===== src/rtl/imm_extend_pipe.sv =====
`default_nettype none
// ============================================================================
// Module   : imm_extend_pipe
// Purpose  : Registered multi-lane immediate generator for the Register stage.
//            Decodes I/SHAMT/S/U/J/B (and optionally RVC CI/CJ/CB) immediates
//            for LANES instructions per cycle. A two-entry skid buffer keeps
//            in_ready registered, and flush drops all in-flight bundles.
// Options  : define IMM_COMPRESSED_EN to decode codes 8/9/10 as CI/CJ/CB;
//            when it is undefined those codes are reported as illegal.
// Revision : 1.0 - initial release
// ============================================================================
module imm_extend_pipe #(
  parameter int XLEN  = 32,
  parameter int LANES = 1
) (
  input  logic                   clk,
  input  logic                   reset,
  input  logic                   flush,
  input  logic                   in_valid,
  output logic                   in_ready,
  input  logic [LANES-1:0]       in_lane_valid,
  input  logic [32*LANES-1:0]    in_instr,
  input  logic [4*LANES-1:0]     in_imm_src,
  output logic                   out_valid,
  input  logic                   out_ready,
  output logic [LANES-1:0]       out_lane_valid,
  output logic [XLEN*LANES-1:0]  out_imm,
  output logic [LANES-1:0]       out_illegal
);

  // Skid buffer occupancy: A holds the presented bundle, B the overflow.
  localparam logic [1:0] ST_EMPTY = 2'd0;
  localparam logic [1:0] ST_ONE   = 2'd1;
  localparam logic [1:0] ST_TWO   = 2'd2;

  logic [1:0]             state;
  logic [1:0]             state_nxt;

  logic [LANES-1:0]       dec_illegal;
  logic [XLEN*LANES-1:0]  dec_imm;

  logic [LANES-1:0]       b_lane_valid;
  logic [XLEN*LANES-1:0]  b_imm;
  logic [LANES-1:0]       b_illegal;

  logic                   accept;
  logic                   drain;
  logic                   a_from_in;
  logic                   a_from_b;
  logic                   a_clear;
  logic                   b_load;

  // --------------------------------------------------------------------------
  // Per-lane immediate decode
  // --------------------------------------------------------------------------
  generate
    for (genvar g = 0; g < LANES; g++) begin : g_lane
      logic [31:0]     instr;
      logic [3:0]      src;
      logic [XLEN-1:0] imm;
      logic            illegal;
      logic            unused_bits;

      assign instr = in_instr[32*g +: 32];
      assign src   = in_imm_src[4*g +: 4];

`ifdef IMM_COMPRESSED_EN
      assign unused_bits = &{1'b0, instr[1:0]};
`else
      assign unused_bits = &{1'b0, instr[6:0]};
`endif

      // Select the immediate layout; invalid lanes decode to all zeros.
      always_comb begin
        imm     = '0;
        illegal = 1'b0;
        if (in_lane_valid[g]) begin
          case (src)
            4'd0: imm = XLEN'($signed(instr[31:20]));
            4'd1: imm = (XLEN == 64) ? XLEN'(instr[25:20]) : XLEN'(instr[24:20]);
            4'd2: imm = XLEN'($signed({instr[31:25], instr[11:7]}));
            4'd3: imm = XLEN'($signed({instr[31:12], 12'b0}));
            4'd4: imm = XLEN'($signed({instr[31], instr[19:12], instr[20],
                                       instr[30:21], 1'b0}));
            4'd5: imm = XLEN'($signed({instr[31], instr[7], instr[30:25],
                                       instr[11:8], 1'b0}));
`ifdef IMM_COMPRESSED_EN
            // c.li / c.addi: imm[5|4:0] = instr[12|6:2]
            4'd8: imm = XLEN'($signed({instr[12], instr[6:2]}));
            // c.j: offset[11|4|9:8|10|6|7|3:1|5] = instr[12:2]
            4'd9: imm = XLEN'($signed({instr[12], instr[8], instr[10:9],
                                       instr[6], instr[7], instr[2],
                                       instr[11], instr[5:3], 1'b0}));
            // c.beqz / c.bnez: offset[8|4:3] = instr[12:10],
            // offset[7:6|2:1|5] = instr[6:2]
            4'd10: imm = XLEN'($signed({instr[12], instr[6:5], instr[2],
                                        instr[11:10], instr[4:3], 1'b0}));
`endif
            default: illegal = 1'b1;
          endcase
        end
      end

      assign dec_imm[XLEN*g +: XLEN] = imm;
      assign dec_illegal[g]          = illegal;
    end
  endgenerate

  // --------------------------------------------------------------------------
  // Skid buffer control
  // --------------------------------------------------------------------------
  assign out_valid = (state != ST_EMPTY);
  assign accept    = in_valid & in_ready;
  assign drain     = out_valid & out_ready;

  // Next occupancy and which entry moves where.
  always_comb begin
    state_nxt = state;
    a_from_in = 1'b0;
    a_from_b  = 1'b0;
    a_clear   = 1'b0;
    b_load    = 1'b0;
    case (state)
      ST_EMPTY: begin
        if (accept) begin
          state_nxt = ST_ONE;
          a_from_in = 1'b1;
        end
      end
      ST_ONE: begin
        if (accept && drain) begin
          a_from_in = 1'b1;
        end else if (accept) begin
          state_nxt = ST_TWO;
          b_load    = 1'b1;
        end else if (drain) begin
          state_nxt = ST_EMPTY;
          a_clear   = 1'b1;
        end
      end
      ST_TWO: begin
        // in_ready is low here, so only a drain can occur.
        if (drain) begin
          state_nxt = ST_ONE;
          a_from_b  = 1'b1;
        end
      end
      default: begin
        state_nxt = ST_EMPTY;
        a_clear   = 1'b1;
      end
    endcase
  end

  // State, ready and entry registers; reset outranks flush, flush outranks traffic.
  always_ff @(posedge clk) begin
    if (!reset) begin
      state          <= ST_EMPTY;
      in_ready       <= 1'b0;
      out_lane_valid <= '0;
      out_imm        <= '0;
      out_illegal    <= '0;
      b_lane_valid   <= '0;
      b_imm          <= '0;
      b_illegal      <= '0;
    end else if (flush) begin
      state          <= ST_EMPTY;
      in_ready       <= 1'b1;
      out_lane_valid <= '0;
      out_imm        <= '0;
      out_illegal    <= '0;
    end else begin
      state    <= state_nxt;
      in_ready <= (state_nxt != ST_TWO);
      if (a_from_in) begin
        out_lane_valid <= in_lane_valid;
        out_imm        <= dec_imm;
        out_illegal    <= dec_illegal;
      end else if (a_from_b) begin
        out_lane_valid <= b_lane_valid;
        out_imm        <= b_imm;
        out_illegal    <= b_illegal;
      end else if (a_clear) begin
        out_lane_valid <= '0;
        out_imm        <= '0;
        out_illegal    <= '0;
      end
      if (b_load) begin
        b_lane_valid <= in_lane_valid;
        b_imm        <= dec_imm;
        b_illegal    <= dec_illegal;
      end
    end
  end

endmodule
`default_nettype wire


===== config.mk =====
export PLATFORM = sky130hd
export DESIGN_NAME = imm_extend_pipe
export DESIGN_NICKNAME = d
export VERILOG_FILES = /design/src/rtl/imm_extend_pipe.sv
export SDC_FILE = /design/constraint.sdc
export NUM_CORES = 1
export LEC_CHECK = 0
export CORE_AREA = 2 2 76 96
export CTS_CLUSTER_SIZE = 14
export DETAILED_ROUTE_END_ITERATION = 8
export DIE_AREA = 0 0 78 98
export PLACE_DENSITY = 0.9
export SLEW_MARGIN = 20
export SYNTH_ARGS = -nofsm -noshare
export SYNTH_HDL_FRONTEND = slang
export SYNTH_SLANG_ARGS = --single-unit

===== constraint.sdc =====
create_clock -name clk -period 4.3 [get_ports clk]
set_input_delay 0.86 -clock clk [delete_from_list [all_inputs] [get_ports clk]]
set_output_delay 0.86 -clock clk [all_outputs]
set_load 0.01 [all_outputs]

Yosys cells after proc, flatten, opt, wreduce, memory -nomap -nowiden
Cells that the tools add are included.
{ "totals": {"reg_bits": 71, "input_bits": 42, "out_inout_bits": 36, "wordCells": 58} }
{ "classes": {"eq_ne": 8, "mux": 29, "bitwise_logic": 4, "n_reduce_logical": 9} }
{ "op_table": {"columns": ["operator", "count"], "rows": [
  ["$pmux W32 S6", 1],
  ["$mux W32", 4],
  ["$mux W1", 16],
  ["$mux W2", 5],
  ["$eq A4 B2 Y1 const B", 2],
  ["$eq A4 B3 Y1 const B", 2],
  ["$pmux W2 S3", 1],
  ["$reduce_or A6 Y1", 1],
  ["$eq A4 B1 Y1 const B", 1],
  ["$logic_not A4 Y1", 1],
  ["$pmux W1 S2", 2],
  ["$reduce_or A2 Y1", 2],
  ["$reduce_bool A3 Y1", 1],
  ["$and A1 B1 Y1", 2],
  ["$eq A2 B1 Y1 const B", 1],
  ["$eq A2 B2 Y1 const B", 1],
  ["$logic_not A2 Y1", 1],
  ["$ne A2 B2 Y1 const B", 1],
  ["$not A1 Y1", 2],
  ["$reduce_and A2 Y1", 1],
  ["$reduce_bool A2 Y1", 1],
  ["$logic_and A1 B1 Y1", 1]
]} }

Depth between registers and ports, before layout
{ "depth": {"word_depth": 9, "ltp_mapped": 7, "depth_no_buf": 4} }

Worst setup path before layout
OpenSTA, ideal clock, no wires.
{ "synth_timing": {"kind": "input port to flip-flop", "from": "in in_imm_src[2]", "to": "reg out_imm[20]", "arrival_time_ns": 1.782, "path_slack_ns": 2.397, "cell_stages": 6, "path_cell_list": "buf_4 > and4bb_2 > buf_2 > a32oi_1 > a2bb2oi_1 > a21oi_1"} }
{ "synth_via": {"elab_chain_len": 4, "word_cells_on_any_way": 9, "classes_between": "eq/ne (5); mux (3); reduce/logical (1)"} }
{ "synth_rtl": {"columns": ["element", "line_no", "text"], "rows": [
  ["from (decl)", "23", "input logic [4*LANES-1:0] in_imm_src,"],
  ["$eq A4 B3 Y1, or another cell as far along", "78", "case (src)"],
  ["$pmux W32 S6 (*)", "78", null],
  ["$mux W32 (*)", "77", "if (in_lane_valid[g]) begin"],
  ["$mux W32 (*)", "175", "if (a_from_in) begin"],
  ["to (signal assigned)", "177", "out_imm <= dec_imm;"],
  ["to (signal assigned)", "181", "out_imm <= b_imm;"],
  ["to (decl)", "27", "output logic [XLEN*LANES-1:0] out_imm,"]
]} }
Mark *: on every way between the ends. The rest lies on a longest branch, timed or not.
A chain may end at the register's enable or synchronous reset.

Worst setup path in the final report
{ "layout_timing": {"from": "in in_imm_src[2]", "to": "reg out_imm[21]"} }
Same word-level chain as after synthesis.

==> reports/results.tsv <==
stage	metric	value	unit
synthesis	synth.avg_cell_area	9.03	um^2
cells_and_area	nNetsFinal	465	
cells_and_area	area_growth	25.8	%
cells_and_area	n_fill_cell	559	
place	dpl_cell_area	4020	um^2
clock_network	htreeDepth	3	
pwr	power_density	346	nW/um^2
cells_and_area	final_util	62.4	%
timing	finalCritPeriodShare	67.1	%
cells_and_area	num_antenna_cells	0	
detailed_routing	wl_per_cell	17.2	um
clock_network	root_buffer	clkbuf_8	
clock_network	cts_tree	yes	
timing	tightest_slew	0.921	ns
clock_network	holdBufCountCts	0	
timing	fin_setup_tns	0	ns
grt	grt_use_met3	3.88	%
floorplanning	coreArea	6810	um^2
detailed_routing	drt_iter0_markers	241	
cells_and_area	multi_input_area	1740	um^2
clock_network	numCtsBuffers	9	
synthesis	ys_seq_area_share	42.1	%
worst_setup_path	r2r-start	in_ready	
run_status	status	completed	
clock_network	path_clk_slew	0.08	ns
floorplanning	die_x	78	um
place	dp_hpwl	5.89	mm
detailed_routing	vias	3181	
worst_hold_path	hold_path_class	reg -> reg	
synthesis	synth.area.mux_share	0.333	%
floorplanning	start_util	49.6	%
synthesis	yosysUniqueCellTypes	50	
worst_setup_path	worstPathMaxFanout	25	
clock_network	insertion_delay	0.36	ns
clock_network	clock_sinks	71	
worst_setup_path	start_kind	input pin	
grt	grt_use_total	24.1	%
cells_and_area	ff_latch_area	1420	um^2
timing	slew_viol_final	0	
synthesis	synth_area_leaders	dfxtp_1 42%, a21oi_1 7.1%, a32oi_1 7.0%	
synthesis	synth_nets	416	
grt	grt_busiest_layer	met2	
clock_network	cts.path.max_buffers	2	
grt	use_met2	39.7	%
synthesis	synth_top_family_by_area	compound AO/OA/AOI/OAI gates	
synthesis	synth_compound_area_share	34.7	%
worst_setup_path	critPathCaptureType	register	
floorplanning	dieArea	7640	um^2
grt	antenna_found_initial	0	
clock_network	cts_resized	0	
cells_and_area	instances_no_fill	518	
place	place_congestion	0.800	
synthesis	synth_common_cells	71 x dfxtp_1, 48 x a21oi_1, 37 x o21ai_0	
flow_run	cap_violations	0	
synthesis	synthFlopType	dfxtp_1	
timing	period_needed	2.89	ns
pwr	power.leakage	0.00141	uW
place	io_buffers	70	
synthesis	yosysMostFrequentCell	dfxtp_1	
grt	globalRouteMet1Util	29.6	%
place	place_inst	502	
cells_and_area	stdcell_area	4250	um^2
synthesis	synth_simple_gate_area_share	16.2	%
worst_setup_path	cp.arrival	3.11	ns
grt	grt.overflow.total	0	
detailed_routing	vias_per_cell	6.14	
synthesis	synth_xor_area_share	0.259	%
synthesis	synth.ff_latch_count	71	
synthesis	synth_area	3380	um^2
detailed_routing	wl	8.91	mm
grt	grt_pass1_vias	2989	
floorplanning	num_io_pins	78	
synthesis	synth_fa_ha_area_share	0	%
worst_setup_path	cp.required	4.53	ns
synthesis	synth_top_area_cell	dfxtp_1	
grt	grt_pass1_wl	14.7	mm
pwr	irDropWorstVdd	0.000170	V
worst_setup_path	worstSetupPathType	in -> reg	
grt	grt_max_degree	46	
timing	max_slew_margin	38.6	%
detailed_routing	ant_nets	0	
timing	skew	0.0109	ns
clock_network	postCtsSetupBuffers	0	
synthesis	synth_top_area_share	42.1	%
synthesis	synth_edf_count	0	
timing	rsz0062_at_grt	false	
timing	fmax	0.346	GHz
worst_hold_path	holdCritStartpoint	b_imm[11]	
cells_and_area	drive_gt1_share	7.48	%
timing	setup_viol	0	
synthesis	synthCells	374	
timing	hold_viol_final	0	
detailed_routing	drc_errors	0	
detailed_routing	drtPass1Iterations	5	
floorplanning	fp.dieH	98	um
floorplanning	rows	34	
synthesis	synth-warning-count	0	
synthesis	synth-async-reset-ratio	0	%
worst_setup_path	cp-startpoint	in_imm_src[2]	
[flip-flops by register name, indices dropped and copies added, names as in the netlist]
signal          cells
b_imm              32
out_illegal         1
out_lane_valid      1
b_illegal           1
in_ready            1
out_imm            32
b_lane_valid        1
state               2
[layout make-up]
type / count / share of cell area [%]
clock inverters: 7 / 2.41
flip-flops and latches: 71 / 33.5
inverters: 1 / 0.0883
clock buffers: 9 / 2.92
repair buffers: 76 / 17.6
multi-input cells: 264 / 40.9
well taps: 90 / 2.65
[kinds of logic after synthesis]
family / count (synthesis)
AOI/OAI and AO/OA: 172
xor gates and xnor gates: 1
buffers and inverters: 39
DFF: 71
muxes: 1
and+or+nand+nor: 90
[power by group]
part	total [uW]	internal [uW]	switching [uW]	leakage, uW
clock	608	332	276	0.000110
combinational	186	87.6	98.0	0.000720
sequential	678	670	7.83	0.000575
total	1470	1090	382	0.00141
[metrics by stage]
| step | hold slack, ns | setup slack (ns) | power, uW |
|---|---|---|---|
| after floorplan | 0.426 | 2.40 | 799 |
| after global placement | 0.434 | 1.14 | 871 |
| after detailed placement | 0.446 | 1.11 | 877 |
| after CTS | 0.458 | 1.49 | 1480 |
| after global routing | 0.497 | 1.24 | 1530 |
| final | 0.459 | 1.41 | 1470 |
[final timing paths]
| check | endpoint | slack (ns) | cells past startpoint |
|---|---|---|---|
| worst max register to register | out_imm[21] | 2.51 | 4 |
| worst max-delay path | out_imm[21] | 1.41 | 5 |
| worst min-delay path | b_imm[11] | 0.46 | 2 |
| worst min register to register | b_imm[11] | 0.46 | 2 |
[metal layers]
metal / vias to the layer above / part of all wire (%)
met5: - / 0
met2: 118 / 51
li1: 1523 / -
met3: 19 / 5.8
met1: 1521 / 41
met4: 0 / 2.1
[critical path, stage by stage]
cell	delay [ns]
clkdlybuf4s50_1	0.72
nand2b_1	0.73
a32oi_1	0.48
a2bb2oi_1	0.22
a21oi_1	0.09
[cells in the final DEF (no fill, tap or decap), types with 4 or more instances in the layout]
cell / synthesis / final
a21oi_1: 48 / 48
a22oi_1: 4 / 4
a2bb2oi_1: 11 / 11
a31oi_1: 5 / 5
a32oi_1: 27 / 27
and2_1: 15 / 15
buf_4: 5 / 6
clkbuf_8: 0 / 9
clkdlybuf4s50_1: 0 / 70
dfxtp_1: 71 / 71
nand2_1: 12 / 12
nand2b_1: 5 / 5
nand3_1: 7 / 7
nand3b_1: 4 / 4
nor2_1: 15 / 15
nor2b_1: 16 / 16
o21ai_0: 37 / 37
o22a_1: 4 / 4
o2bb2ai_1: 11 / 11
o32ai_1: 8 / 8
Power figures use the tool's default switching activity.
